## src/rtl/adc_decimator.sv

```systemverilog
// adc_decimator: dual-channel ADC decimator producing DATA_OUT_A/B and the CLK_EN sample qualifier.
// Optional min/max peak-detect mode is compiled in when PEAK_DETECT_EN is defined.
module adc_decimator #(
  parameter int DIV_W = 24
) (
  input  logic             CLK,
  input  logic             nRESET,
  input  logic [7:0]       ADC_A,
  input  logic [7:0]       ADC_B,
  input  logic [DIV_W-1:0] Decim,
  input  logic             Peak_Mode,
  input  logic             Start_Write,
  output logic [7:0]       DATA_OUT_A,
  output logic [7:0]       DATA_OUT_B,
  output logic             CLK_EN,
  output logic             Peak_Is_Min
);

  typedef enum logic [1:0] {
    ST_IDLE     = 2'd0,
    ST_RUN      = 2'd1,
    ST_EMIT_MIN = 2'd2
  } state_t;

  localparam logic [DIV_W-1:0] CNT_ZERO = {DIV_W{1'b0}};
  localparam logic [DIV_W-1:0] CNT_ONE  = {{(DIV_W-1){1'b0}}, 1'b1};

  state_t           state_r;
  logic [DIV_W-1:0] cnt_r;
  logic [DIV_W-1:0] div_l_r;
  logic [7:0]       a_q_r;
  logic [7:0]       b_q_r;
  logic [7:0]       data_a_r;
  logic [7:0]       data_b_r;
  logic             clk_en_r;
  logic             at_end_s;

  assign at_end_s = (cnt_r == div_l_r);

  // Input stage: all processing works on the registered samples.
  always_ff @(posedge CLK or negedge nRESET) begin
    if (!nRESET) begin
      a_q_r <= 8'h00;
      b_q_r <= 8'h00;
    end else begin
      a_q_r <= ADC_A;
      b_q_r <= ADC_B;
    end
  end

`ifdef PEAK_DETECT_EN
  logic [7:0] max_a_r;
  logic [7:0] max_b_r;
  logic [7:0] min_a_r;
  logic [7:0] min_b_r;
  logic [7:0] hold_a_r;
  logic [7:0] hold_b_r;
  logic       is_min_r;
  logic [7:0] max_a_s;
  logic [7:0] max_b_s;
  logic [7:0] min_a_s;
  logic [7:0] min_b_s;
  logic       last_s;
  logic       peak_end_s;
  logic       track_upd_s;

  function automatic logic [7:0] umax8(input logic [7:0] x, input logic [7:0] y);
    umax8 = (x > y) ? x : y;
  endfunction

  function automatic logic [7:0] umin8(input logic [7:0] x, input logic [7:0] y);
    umin8 = (x < y) ? x : y;
  endfunction

  // Interval extremes including the sample currently held in a_q/b_q.
  always_comb begin
    max_a_s = umax8(max_a_r, a_q_r);
    max_b_s = umax8(max_b_r, b_q_r);
    min_a_s = umin8(min_a_r, a_q_r);
    min_b_s = umin8(min_b_r, b_q_r);
  end

  assign last_s = (state_r == ST_RUN) && Start_Write && at_end_s;

  // Single-sample intervals fall back to plain decimation even in peak mode.
  always_comb begin
    if (last_s && Peak_Mode && (div_l_r != CNT_ZERO)) begin
      peak_end_s = 1'b1;
    end else begin
      peak_end_s = 1'b0;
    end
  end

  assign track_upd_s = Start_Write &&
                       (((state_r == ST_RUN) && !at_end_s) ||
                        ((state_r == ST_EMIT_MIN) && (div_l_r != CNT_ZERO)));

  // Trackers follow every counted sample; any other cycle reseeds them.
  always_ff @(posedge CLK or negedge nRESET) begin
    if (!nRESET) begin
      max_a_r <= 8'h00;
      max_b_r <= 8'h00;
      min_a_r <= 8'hFF;
      min_b_r <= 8'hFF;
    end else if (track_upd_s) begin
      max_a_r <= max_a_s;
      max_b_r <= max_b_s;
      min_a_r <= min_a_s;
      min_b_r <= min_b_s;
    end else begin
      max_a_r <= 8'h00;
      max_b_r <= 8'h00;
      min_a_r <= 8'hFF;
      min_b_r <= 8'hFF;
    end
  end

  // Minimum of the finished interval, emitted on the cycle after the max strobe.
  always_ff @(posedge CLK or negedge nRESET) begin
    if (!nRESET) begin
      hold_a_r <= 8'hFF;
      hold_b_r <= 8'hFF;
    end else if (last_s) begin
      hold_a_r <= min_a_s;
      hold_b_r <= min_b_s;
    end else begin
      hold_a_r <= hold_a_r;
      hold_b_r <= hold_b_r;
    end
  end

  assign Peak_Is_Min = is_min_r;
`else
  logic unused_peak_mode_s;

  assign unused_peak_mode_s = Peak_Mode;
  assign Peak_Is_Min        = 1'b0;
`endif

  // Control FSM with registered strobe and sample outputs.
  always_ff @(posedge CLK or negedge nRESET) begin
    if (!nRESET) begin
      state_r  <= ST_IDLE;
      cnt_r    <= CNT_ZERO;
      div_l_r  <= CNT_ZERO;
      data_a_r <= 8'h00;
      data_b_r <= 8'h00;
      clk_en_r <= 1'b0;
`ifdef PEAK_DETECT_EN
      is_min_r <= 1'b0;
`endif
    end else begin
      clk_en_r <= 1'b0;
`ifdef PEAK_DETECT_EN
      is_min_r <= 1'b0;
`endif
      case (state_r)
        ST_IDLE: begin
          cnt_r   <= CNT_ZERO;
          div_l_r <= Decim;
          if (Start_Write) begin
            state_r <= ST_RUN;
          end else begin
            state_r <= ST_IDLE;
          end
        end
        ST_RUN: begin
          if (!Start_Write) begin
            state_r <= ST_IDLE;
            cnt_r   <= CNT_ZERO;
          end else if (at_end_s) begin
            cnt_r    <= CNT_ZERO;
            div_l_r  <= Decim;
            clk_en_r <= 1'b1;
`ifdef PEAK_DETECT_EN
            if (peak_end_s) begin
              data_a_r <= max_a_s;
              data_b_r <= max_b_s;
              state_r  <= ST_EMIT_MIN;
            end else begin
              data_a_r <= a_q_r;
              data_b_r <= b_q_r;
              state_r  <= ST_RUN;
            end
`else
            data_a_r <= a_q_r;
            data_b_r <= b_q_r;
            state_r  <= ST_RUN;
`endif
          end else begin
            cnt_r <= cnt_r + CNT_ONE;
          end
        end
`ifdef PEAK_DETECT_EN
        ST_EMIT_MIN: begin
          if (!Start_Write) begin
            state_r <= ST_IDLE;
            cnt_r   <= CNT_ZERO;
          end else begin
            data_a_r <= hold_a_r;
            data_b_r <= hold_b_r;
            clk_en_r <= 1'b1;
            is_min_r <= 1'b1;
            state_r  <= ST_RUN;
            // A one-sample interval latched at the boundary is consumed here without its own strobe.
            if (div_l_r == CNT_ZERO) begin
              cnt_r <= CNT_ZERO;
            end else begin
              cnt_r <= cnt_r + CNT_ONE;
            end
          end
        end
`endif
        default: begin
          state_r <= ST_IDLE;
          cnt_r   <= CNT_ZERO;
        end
      endcase
    end
  end

  assign DATA_OUT_A = data_a_r;
  assign DATA_OUT_B = data_b_r;
  assign CLK_EN     = clk_en_r;

endmodule
```

## config.mk

```make
export PLATFORM = sky130hd
export DESIGN_NAME = adc_decimator
export DESIGN_NICKNAME = d
export VERILOG_FILES = /design/src/rtl/adc_decimator.sv
export SDC_FILE = /design/constraint.sdc
export NUM_CORES = 1
export LEC_CHECK = 0
export ABC_CLOCK_PERIOD_IN_PS = 2700
export CAP_MARGIN = 5
export CORE_MARGIN = 10
export CORE_UTILIZATION = 40
export DETAILED_ROUTE_END_ITERATION = 10
export PLACE_DENSITY = 0.7
export SLEW_MARGIN = 25
export SYNTH_ARGS = -nofsm -noshare
export SYNTH_HDL_FRONTEND = slang
export SYNTH_SLANG_ARGS = --single-unit
```

## constraint.sdc

```tcl
create_clock -name CLK -period 2.7 [get_ports CLK]
set_input_delay 0.54 -clock CLK [delete_from_list [all_inputs] [get_ports CLK]]
set_output_delay 0.54 -clock CLK [all_outputs]
set_load 0.005 [all_outputs]
```

==> flow_summary.yaml, run 1 <==
pwr:
  power.leakage_nw: 1.911
  switching_power_uw: 576.0
  ir_drop_mv: 0.2625
  comb_power_share_pct: 10.1
  internal_power_mw: 1.784
  clkPwrFrac_pct: 33.7
  power_density_nw_per_um2: 538.6
  p_sw_share_pct: 24.41
  power_frac_seq_pct: 56.2
sta:
  period_share_pct: 83.60
  setup-tns-final_ns: 0
  rsz0062_at_grt: "no"
  hold_viol_final: 0
  finalMaxSlewViolations: 0
  period_needed_ns: 2.257
  fmax_mhz: 443.0
  tightest_slew_ns: 0.7093
  finalSetupViolations: 0
  relSlewSlack_pct: 52.71
  skew_ns: 0.01669
synthesis:
  synth_cells: 259
  yosysWarnings: 0
  synth-adder-area-share_pct: 0.3540
  synth_edf_count: 0
  synth_mux_area_share_pct: 15.93
  ys_seq_area_share_pct: 58.05
  ys_top_cells_by_count: "dfrtp_1 (82), nor2_1 (31), xnor2_1 (31)"
  yosys_most_used_dff: "dfrtp_1"
  synth_top_area_share_pct: 58.05
  yosys.area_share.simple_pct: 10.51
  synth_top_family_by_area: "multiplexers"
  synth-compound-area-share_pct: 0.4602
  yosys_register_bits: 82
  async_reset_ff_share_pct: 100.0
  syn-num-nets: 304
  synth_xor_area_share_pct: 11.40
  yosysMostFrequentCell: "dfrtp_1"
  yosysTopAreaCell: "dfrtp_1"
  avgSynthCellArea_um2: 13.65
  syn_area_um2: 3535
  synth.distinct_cells: 27
  synthTopCellsByArea: "dfrtp_1 (58%), mux2_4 (13%), xnor2_1 (7.7%)"
setup_path:
  required_ns: 2.94
  cp.arrival_ns: 2.50
  path_class: "reg -> reg"
  crit_start: "cnt_r[4]"
  worstPathMaxFanout: 17
  regToRegStartpoint: "cnt_r[4]"
  critPathLaunchType: "flop"
  critPathCaptureType: "flop"
global_route:
  busiest_layer: "met2"
  grt.overflow.total: 0
  grt_usage_pct: 10.72
  grt_pass1_vias: 2133
  grt_max_degree: 83
  met1_usage_pct: 14.75
  antenna_found_initial: 0
  met3_usage_pct: 3.622
  grt_pass1_wl_um: 11160
  grtUsageMet2_pct: 15.07
route:
  vias: 2068
  wl_um: 6617
  ant_nets: 0
  wl_per_cell_um: 15.14
  dr.pass1.iters: 4
  vias_per_cell: 4.732
  drcViolationCount: 0
  initialDrtViolationCount: 148
clock_network:
  clockRootBuffer: "clkbuf_8"
  hold_buffers: 0
  clock-sinks: 82
  clockBufferDepth: 2
  htreeDepth: 3
  clkSlewWorstSetupHoldPaths_ns: 0.09
  clk_latency_ns: 0.36
  cts_buffers: 9
  cts_tree: "yes"
  post_cts_buffers: 0
  cts_resized: 0
final_layout:
  nNetsFinal: 369
  drive_gt1_share_pct: 20.06
  diodes: 0
  final_area_um2: 4382
  area_growth_pct: 23.96
placement:
  dpl-instance-area_um2: 4202
  io_buffers: 59
  gp_congestion: 0.8403
  dpl.hpwl_um: 4840
flow_run:
  drv_cap: 0
floorplanning:
  die_h_um: 114.0
  die_x_um: 114.0
  row_count: 34
  core_um2: 8678
  start_util_pct: 40.73
  ioPinCount: 62
  die_area_um2: 13000
status:
  status: "finished clean"
hold_path:
  hold_path.class: "in -> async"
final timing paths:
path                                 endpoint  slack [ns]  depth (start not counted)
min in group CLK                DATA_OUT_B[0]        0.48                          1
worst min-delay path                 a_q_r[0]        0.21                          1
max in group asynchronous            cnt_r[4]        2.00                          1
worst max register to register     div_l_r[2]        0.44                          6
worst max-delay path               div_l_r[2]        0.44                          6
worst min register to register  DATA_OUT_B[0]        0.48                          1
state kept, by name (all words and copies together) (netlist names):
signal,count
DATA_OUT_B,8
DATA_OUT_A,8
div_l_r,24
b_q_r,8
cnt_r,24
a_q_r,8
state_r,1
CLK_EN,1
power groups by stage:
| stage | registers (mW) | logic (mW) | clock network (mW) |
|---|---|---|---|
| 5_1_grt | 1.34 | 0.263 | 0.866 |
| 3_5_place_dp | 1.35 | 0.244 | 0 |
| 3_3_place_gp | 1.35 | 0.239 | 0 |
| 4_1_cts | 1.33 | 0.245 | 0.826 |
| 2_1_floorplan | 1.34 | 0.128 | 0 |
| 6_report | 1.33 | 0.239 | 0.794 |
stage by stage:
step	hold WS (ns)	power, mW	std cells	worst slack [ns]	util, %
detailed placement	0.4637	1.596	421	0.4134	48.41
global route	0.2696	2.465	437	0.2464	50.49
global placement	0.4585	1.589	421	0.4506	48.41
floorplan	0.2444	1.470	259	0.7190	-
finish	0.2117	2.360	437	0.4427	50.49
CTS	0.3814	2.398	437	0.4079	50.45
layout make-up:
class | count | area, um^2
clock buffers | 9 | 123.9
clock inverters | 7 | 52.55
fillers | 762 | 4297
inverters | 5 | 18.77
multi-input cells | 162 | 1370
flip-flops and latches | 82 | 2052
well taps | 108 | 135.1
repair buffers | 64 | 629.4
cells by family after synthesis:
logic type,count (synthesis)
other cells,1
flops,82
xor+xnor,46
fa+ha+maj,1
mux,40
compound gates,2
simple gates,72
buf+inv,15
cells in the final DEF (no fill, tap or decap), types with 2 or more instances in the layout:
cell type	count
and3_1	5
buf_4	5
clkbuf_8	9
clkdlybuf4s50_1	58
clkinv_2	2
clkinv_4	2
dfrtp_1	82
inv_1	5
inv_6	2
mux2_2	10
mux2_4	30
nand2_1	9
nand3_1	8
nand4_1	12
nor2_1	31
or2_2	2
xnor2_1	31
xor2_1	15
worst max-delay path, cell delays in order, from the launching register on:
cell and delay [ns]:
dfrtp_1 0.43, xnor2_1 0.17, nand4_1 0.18, nor4_4 0.44, a31o_1 0.22, buf_4 0.32, mux2_2 0.38
routing by layer:
layer / vias up / wire [um] / share of wire [%]
met5: - / 0 / 0
met4: 0 / 100 / 1.5
met3: 9 / 427 / 6.5
met2: 54 / 2886 / 44
met1: 1011 / 3202 / 48
li1: 994 / - / -
(Power assumes the default switching activity.)
==> inputs of run 2 (changes only) <==
--- a/config.mk
+++ b/config.mk
@@ -5,7 +5,7 @@
 export SDC_FILE = /design/constraint.sdc
 export NUM_CORES = 1
 export LEC_CHECK = 0
-export ABC_CLOCK_PERIOD_IN_PS = 2700
+export ABC_CLOCK_PERIOD_IN_PS = 2200
 export CAP_MARGIN = 5
 export CORE_MARGIN = 10
 export CORE_UTILIZATION = 40
==> constraint.sdc (replaced) <==
create_clock -name CLK -period 2.2 [get_ports CLK]
set_input_delay 0.44 -clock CLK [delete_from_list [all_inputs] [get_ports CLK]]
set_output_delay 0.44 -clock CLK [all_outputs]
set_load 0.005 [all_outputs]
==> flow_summary.yaml, run 2 (synthesis gave the netlist of run 1 again) <==
final_layout:
  nNetsFinal: 374
  final_cell_mix: "dfrtp_1 (81), clkdlybuf4s50_1 (58), xnor2_1 (31), nor2_1 (31), mux2_4 (30)"
  largest_registers: "cnt_r (24), div_l_r (24)"
  drive_gt1_share_pct: 21.86
  diodes: 0
  mostFrequentLayoutCell: "dfrtp_1"
  fin_util_pct: 52.48
  area_growth_pct: 28.85
setup_path:
  critPathLaunchType: "flop"
  critPathCaptureType: "flop"
  path_class: "reg -> reg"
  regToRegStartpoint: "cnt_r[12]"
  cp.arrival_ns: 2.33
  worstPathMaxFanout: 16
  r2r-end: "DATA_OUT_A[6]"
  ff2ff_path_depth: 7
  required_ns: 2.44
  r2r_setup_slack_ns: 0.11
clock_network:
  clockBufferDepth: 2
  cts_buffers: 9
  clockRootBuffer: "clkbuf_8"
  cts_tree: "yes"
  clock-sinks: 82
  post_cts_buffers: 0
  htreeDepth: 3
  clk_latency_ns: 0.36
  cts_resized: 0
  clkSlewWorstSetupHoldPaths_ns: 0.08
  hold_buffers: 0
route:
  drcViolationCount: 0
  wl_per_cell_um: 15.84
  wl_um: 7000
  initialDrtViolationCount: 131
  vias_per_cell: 4.706
  ant_nets: 0
  vias: 2080
  dr.pass1.iters: 4
global_route:
  grt_pass1_wl_um: 11560
  antenna_found_initial: 0
  grt_usage_pct: 11.23
  grt_pass1_vias: 2264
  grt.overflow.total: 0
  grt_max_degree: 47
pwr:
  power.leakage_nw: 1.994
  ir_drop_mv: 0.2345
  power_density_nw_per_um2: 702.5
placement:
  io_buffers: 59
  dpl.hpwl_um: 5002
  gp_congestion: 0.8403
sta:
  setup-tns-final_ns: 0
  hold_viol_final: 0
  finalMaxSlewViolations: 0
  period_needed_ns: 2.088
  period_share_pct: 94.90
  finalSetupViolations: 0
  skew_ns: 0.01255
  fmax_mhz: 479.0
floorplanning:
  die_h_um: 114.0
  start_util_pct: 40.73
  die_x_um: 114.0
  ioPinCount: 62
  row_count: 34
  core_um2: 8678
  die_area_um2: 13000
flow_run:
  drv_cap: 0
hold_path:
  hold_path.class: "in -> async"
status:
  status: "finished clean"
[run 2: cell count changes in the layout (fill, tap and decap cells not counted), sizes merged]
cell	change
buf	+4
clkbuf	+4
clkinv	-3
bufinv	+2
inv	-2
[run 2: critical path, cell delays in order (launching register included)]
cell and delay, ns:
dfrtp_1 0.44, xnor2_1 0.19, nand4_1 0.20, nor4_4 0.36, buf_4 0.18, nand4_4 0.11
buf_12 0.18, mux2_4 0.30
[run 2: layout make-up]
type / count / area, um^2
clock buffers: 12 / 165.2
clock inverters: 4 / 72.57
fillers: 734 / 4124
inverters: 5 / 18.77
multi-input cells: 162 / 1379
flip-flops and latches: 82 / 2053
well taps: 108 / 135.1
repair buffers: 69 / 730.7
[run 2: routing by layer]
metal	global-route usage (%)	up-vias	part of all wire (%)
met5	0	-	0
met4	5.931	0	1.9
met3	3.412	13	7.3
met2	16.32	64	44
met1	14.66	998	47
li1	-	1005	-
[run 2: through the flow]
step | hold WS, ns | power [mW] | setup WS (ns) | area [um^2] | cells
after floorplan | 0.1444 | 1.804 | 0.2190 | 3535 | 259
after global placement | 0.4341 | 1.961 | 0.1800 | 4282 | 425
after detailed placement | 0.4407 | 1.970 | 0.1507 | 4282 | 425
after CTS | 0.04142 | 3.234 | 0.1345 | 4519 | 441
after global routing | 0.06610 | 3.332 | -0.0009428 | 4554 | 442
final | 0.04232 | 3.199 | 0.1123 | 4554 | 442
[run 2: power breakdown]
group / switching (mW) / internal [mW] / total (mW)
logic: 0.107 / 0.206 / 0.313
registers: 0.0476 / 1.58 / 1.63
clock network: 0.529 / 0.730 / 1.26
[run 2: how the worst max path moves through the flow]
stage | start | to | slack [ns]
finish | cnt_r[12] | DATA_OUT_A[6] | 0.11
global route | cnt_r[3] | DATA_OUT_A[1] | -0.0009
CTS | cnt_r[9] | div_l_r[1] | 0.13
detailed placement | cnt_r[9] | div_l_r[23] | 0.15
global placement | cnt_r[4] | div_l_r[2] | 0.18
floorplan | cnt_r[4] | div_l_r[10] | 0.22
